File: src/rtl/gf_mul_seq.sv
// Iterative GF(2^WIDTH) multiplier: Horner evaluation over the multiplier bits, MSB first,
// BITS_PER_CYCLE bits per clock, with optional XOR-accumulate into the result register.
module gf_mul_seq #(
  parameter int               WIDTH          = 8,
  parameter logic [WIDTH-1:0] POLY           = 8'h1B,
  parameter int               BITS_PER_CYCLE = 1
) (
  input  logic             clk,
  input  logic             rst,
  input  logic             in_valid,
  output logic             in_ready,
  input  logic [WIDTH-1:0] lhs,
  input  logic [WIDTH-1:0] rhs,
  input  logic             chain,
  output logic             out_valid,
  input  logic             out_ready,
  output logic [WIDTH-1:0] o
);

  localparam int N  = WIDTH / BITS_PER_CYCLE;
  localparam int CW = (N > 1) ? $clog2(N) : 1;

  typedef enum logic [1:0] {
    S_IDLE = 2'd0,
    S_BUSY = 2'd1,
    S_DONE = 2'd2
  } state_t;

  state_t           r_state;
  state_t           w_state_next;
  logic [WIDTH-1:0] r_a;
  logic [WIDTH-1:0] r_b;
  logic [WIDTH-1:0] r_acc;
  logic             r_chain;
  logic [CW-1:0]    r_cnt;
  logic [WIDTH-1:0] w_acc_step;
  logic             w_accept;
  logic             w_last;

  function automatic logic [WIDTH-1:0] xtime(input logic [WIDTH-1:0] v);
    logic [WIDTH-1:0] sh;
    sh = {v[WIDTH-2:0], 1'b0};
    if (v[WIDTH-1]) begin
      return sh ^ POLY;
    end else begin
      return sh;
    end
  endfunction

  assign in_ready = (r_state == S_IDLE) || ((r_state == S_DONE) && out_ready);
  assign w_accept = in_valid && in_ready;
  assign w_last   = (r_cnt == CW'(N - 1));

  // Horner step: r_b is shifted left each cycle, so its top bits are always the next ones due.
  always_comb begin : p_step
    logic [WIDTH-1:0] v;
    v = r_acc;
    for (int k = 0; k < BITS_PER_CYCLE; k++) begin
      if (r_b[WIDTH-1-k]) begin
        v = xtime(v) ^ r_a;
      end else begin
        v = xtime(v);
      end
    end
    w_acc_step = v;
  end

  // Next-state decode.
  always_comb begin
    w_state_next = r_state;
    case (r_state)
      S_IDLE: begin
        if (w_accept) w_state_next = S_BUSY;
        else          w_state_next = S_IDLE;
      end
      S_BUSY: begin
        if (w_last) w_state_next = S_DONE;
        else        w_state_next = S_BUSY;
      end
      S_DONE: begin
        if (w_accept)       w_state_next = S_BUSY;
        else if (out_ready) w_state_next = S_IDLE;
        else                w_state_next = S_DONE;
      end
      default: w_state_next = S_IDLE;
    endcase
  end

  // State register.
  always_ff @(posedge clk or posedge rst) begin
    if (rst) r_state <= S_IDLE;
    else     r_state <= w_state_next;
  end

  // Operand capture and iteration datapath.
  always_ff @(posedge clk or posedge rst) begin
    if (rst) begin
      r_a     <= '0;
      r_b     <= '0;
      r_chain <= 1'b0;
      r_acc   <= '0;
      r_cnt   <= '0;
    end else if (w_accept) begin
      r_a     <= lhs;
      r_b     <= rhs;
      r_chain <= chain;
      r_acc   <= '0;
      r_cnt   <= '0;
    end else if (r_state == S_BUSY) begin
      r_acc <= w_acc_step;
      r_b   <= r_b << BITS_PER_CYCLE;
      r_cnt <= w_last ? r_cnt : r_cnt + CW'(1);
    end
  end

  // Result register; o is only written on the final step so chain can accumulate against it.
  always_ff @(posedge clk or posedge rst) begin
    if (rst) begin
      o         <= '0;
      out_valid <= 1'b0;
    end else if ((r_state == S_BUSY) && w_last) begin
      o         <= w_acc_step ^ (r_chain ? o : '0);
      out_valid <= 1'b1;
    end else if ((r_state == S_DONE) && out_ready) begin
      out_valid <= 1'b0;
    end
  end

endmodule

File: config.mk
export PLATFORM = sky130hd
export DESIGN_NAME = gf_mul_seq
export DESIGN_NICKNAME = d
export VERILOG_FILES = /design/src/rtl/gf_mul_seq.sv
export SDC_FILE = /design/constraint.sdc
export NUM_CORES = 1
export LEC_CHECK = 0
export BUFFER_PORTS_ARGS = -buffer_cell sky130_fd_sc_hd__buf_2
export CAP_MARGIN = 20
export CORE_AREA = 2 2 72 74
export CTS_CLUSTER_SIZE = 24
export DETAILED_ROUTE_END_ITERATION = 6
export DIE_AREA = 0 0 74 76
export GPL_ROUTABILITY_DRIVEN = 0
export GPL_TIMING_DRIVEN = 0
export PLACE_DENSITY_LB_ADDON = 0.25
export SLEW_MARGIN = 5
export SYNTH_ARGS = -nofsm -noshare
export SYNTH_HDL_FRONTEND = slang
export SYNTH_SLANG_ARGS = --single-unit
File: constraint.sdc
create_clock -name clk -period 1.8 [get_ports clk]
set_clock_uncertainty 0.2 [all_clocks]
set_input_delay 0.36 -clock clk [delete_from_list [all_inputs] [get_ports clk]]
set_output_delay 0.36 -clock clk [all_outputs]
set_load 0.005 [all_outputs]
==> flow_metrics.py <==
metrics = {
    "grt": {
        "grt_pass1_wl_um": 6306,
        "gr-total-overflow": 0,
        "grt_max_degree": 40,
        "grtUsageTotal_pct": 14.57,
        "grt_pass1_vias": 1347,
        "antenna_found_initial": 0,
    },
    "floorplanning": {
        "ios": 31,
        "initial_core_util_pct": 36.58,
        "rows": 26,
        "coreArea_mm2": 0.004912,
        "dieWidth_um": 74,
        "dieArea_mm2": 0.005624,
        "die_h_um": 76,
    },
    "logic_synthesis": {
        "ys_seq_area_share_pct": 54.32,
        "ys_types": 23,
        "async_flop_share_pct": 100.0,
        "ys_ff_latch": 39,
        "avgSynthCellArea_um2": 10.51,
        "synthCells": 171,
        "yosys_warnings": 0,
        "yosys_most_used_dff": "dfrtp_1",
        "synth_edf_count": 0,
        "synth_area_mm2": 0.001797,
        "syn_nets": 194,
    },
    "pwr": {
        "switching_share_pct": 37.88,
        "report.power.total_mw": 3.789,
        "p_switching_mw": 1.436,
        "p_int_mw": 2.354,
        "p_leak_nw": 1.064,
        "pwr-share-clk_pct": 17.1,
        "pwr-share-seq_pct": 39.3,
        "p_comb_share_pct": 43.6,
        "worst_ir_drop_vdd_v": 0.0007122,
        "p_per_area_mw_per_mm2": 1693,
    },
    "detailed_routing": {
        "dr.max_layer_used": "met4",
        "drt-initial-drc-count": 52,
        "firstDrtPassIters": 4,
        "met3_length_um": 126,
        "vias": 1352,
        "drc": 0,
        "wl_met2_um": 1619,
        "wl_met1_um": 1809,
        "drtAntennaViolNets": 0,
        "wirelength_um": 3629,
        "wire_per_inst_um": 12.91,
        "viasPerCell": 4.811,
    },
    "layout": {
        "drive_above_1_share_pct": 34.60,
        "nets": 233,
        "multi_input_area_um2": 819.5,
        "n_antenna_cell": 0,
        "fillCellCount": 480,
        "regArea_um2": 977.2,
        "area_growth_pct": 24.58,
    },
    "worst_hold_path": {
        "hold_path.class": "input pin to async pin",
    },
    "placement": {
        "dp_hpwl_um": 2405,
        "portBuffers": 30,
    },
    "clock_tree": {
        "ctsLongestPathBuffers": 2,
        "htreeDepth": 2,
        "cts_num_sinks": 39,
        "worstSkewPairLatency_ns": 0.29,
        "cts_buffers": 5,
        "clk_pin_slew_ns": 0.08,
        "cts_tree": "built",
        "cts_root_buf": "clkbuf_8",
    },
    "worst_setup_path": {
        "end_kind": "register",
        "crit_fanout": 8,
        "crit_path_start_kind": "register",
        "worstSetupPathType": "register to register",
        "cp.arrival_ns": 1.76,
        "required_ns": 1.81,
    },
    "sta": {
        "finalCritPeriodShare_pct": 97.63,
        "fmax_mhz": 569.1,
        "hold_violations": 0,
        "tightest_slew_ns": 0.8171,
        "setup_viol": 0,
        "min_period_ns": 1.757,
        "drv_slew": 0,
        "relSlewSlack_pct": 45.45,
        "rsz0062_at_grt": "yes",
        "fin_tns_setup_ns": 0,
    },
    "status": {
        "status": "completed",
    },
    "job": {
        "drv_cap": 0,
    },
}
[final cells by class]
type                            instances  share of cell area, %
Timing Repair Buffer                   34                  8.049
Tap cell                               70                  3.913
Buffer                                  9                  2.795
Inverter                                3                 0.5031
Multi-Input combinational cell        118                  36.61
Sequential cell                        39                  43.66
Clock buffer                            8                  4.472
[through the flow]
| step | util (%) | setup WS [ns] | hold slack [ns] | cells | cell area (um2) |
|---|---|---|---|---|---|
| after global routing | 45.57 | -0.04878 | 0.09513 | 281 | 2238 |
| final | 45.57 | 0.04271 | 0.02952 | 281 | 2238 |
| after global placement | 41.54 | -0.2518 | 0.2582 | 271 | 2041 |
| after detailed placement | 41.54 | -0.2762 | 0.2692 | 271 | 2041 |
| after CTS | 45.14 | 0.009530 | 0.06422 | 281 | 2217 |
| after floorplan | - | 0.003973 | 0.2496 | 171 | 1803 |
[power groups by stage]
| stage | registers, mW | clock network, mW | logic (mW) |
|---|---|---|---|
| finish | 1.49 | 0.648 | 1.65 |
| global route | 1.54 | 0.704 | 1.88 |
| CTS | 1.46 | 0.665 | 1.65 |
| detailed placement | 1.47 | 0 | 1.52 |
| global placement | 1.45 | 0 | 1.49 |
| floorplan | 1.42 | 0 | 1.21 |
[worst max-delay path: stages (launching register included)]
cell and delay, ns:
dfrtp_1 0.39, ha_2 0.20, ha_4 0.16, and3b_1 0.19, buf_6 0.12, and2_4 0.19
a311oi_2 0.23
[sequential cells by signal (all words and copies together) (netlist names)]
signal     count
r_chain        1
r_acc          8
r_a            8
out_valid      1
r_b            8
r_cnt          3
o              8
r_state        2
[worst paths after layout]
kind,slack (ns),start,cells after the start,endpoint
worst max-delay path,0.04,r_cnt[0]$_DFFE_PP0P_,6,o[4]$_DFFE_PP0P_
worst min-delay path,0.03,rst,2,r_cnt[1]$_DFFE_PP0P_
worst max register to register,0.04,r_cnt[0]$_DFFE_PP0P_,6,o[4]$_DFFE_PP0P_
worst min register to register,0.28,r_b[5]$_DFFE_PP0P_,1,r_b[5]$_DFFE_PP0P_
max in group asynchronous,0.81,rst,2,r_state[0]$_DFF_PP0_
min in group clk,0.09,lhs[3],2,r_a[3]$_DFFE_PP0N_
[synth_stat cells (all sizes together) (3+ instances only)]
library cell	number	area share, %
dfrtp	39	54
nand2	28	5.8
o21ai	13	3.6
a21oi	12	3.3
nor2	12	2.5
mux2	9	5.6
xnor2	9	4.4
a21o	8	3.3
a311oi	8	3.9
a22o	7	3.4
buf	7	2.6
clkbuf	4	0.84
inv	3	0.63
xor2	3	1.5
[layer usage]
| metal | track usage, % | vias to the layer above |
|---|---|---|
| li1 | - | 667 |
| met4 | 6.545 | 0 |
| met5 | 0 | - |
| met1 | 20.29 | 648 |
| met2 | 21.43 | 30 |
| met3 | 3.307 | 7 |
[repair_timing]
action	4_1_cts	5_1_grt
setup buffers	3	1
hold endpoints to repair	0	0
pin swaps	3	8
resized for setup	11	11
setup endpoints to repair	30	26
hold buffers	0	0
[logic make-up (layout without fill, tap and decap cells)]
family	count (synthesis)	count (layout)	synth area share (%)
AND/OR/NAND/NOR	46	46	10.72
XOR/XNOR	12	12	5.850
multiplexers	9	9	5.641
buffers and inverters	14	54	4.038
adder cells (fa/ha/maj)	2	2	1.393
AO/OA/AOI/OAI	49	49	18.04
flip-flops	39	39	54.32
[layout by cell type, fill, tap and decap left out, drive strengths merged]
| cell type | instances |
|---|---|
| and2 | 1 |
| nor2 | 12 |
| mux2 | 9 |
| or2 | 1 |
| xor2 | 3 |
| a211oi | 1 |
| inv | 3 |
| xnor2 | 9 |
| clkbuf | 11 |
| nor2b | 1 |
| a311oi | 8 |
| a21oi | 12 |
| dfrtp | 39 |
| a22o | 7 |
| a21o | 8 |
| ha | 2 |
| and3b | 1 |
| buf | 40 |
| o21ai | 13 |
| nand2b | 2 |
| nand2 | 28 |
(Power assumes the default switching activity.)
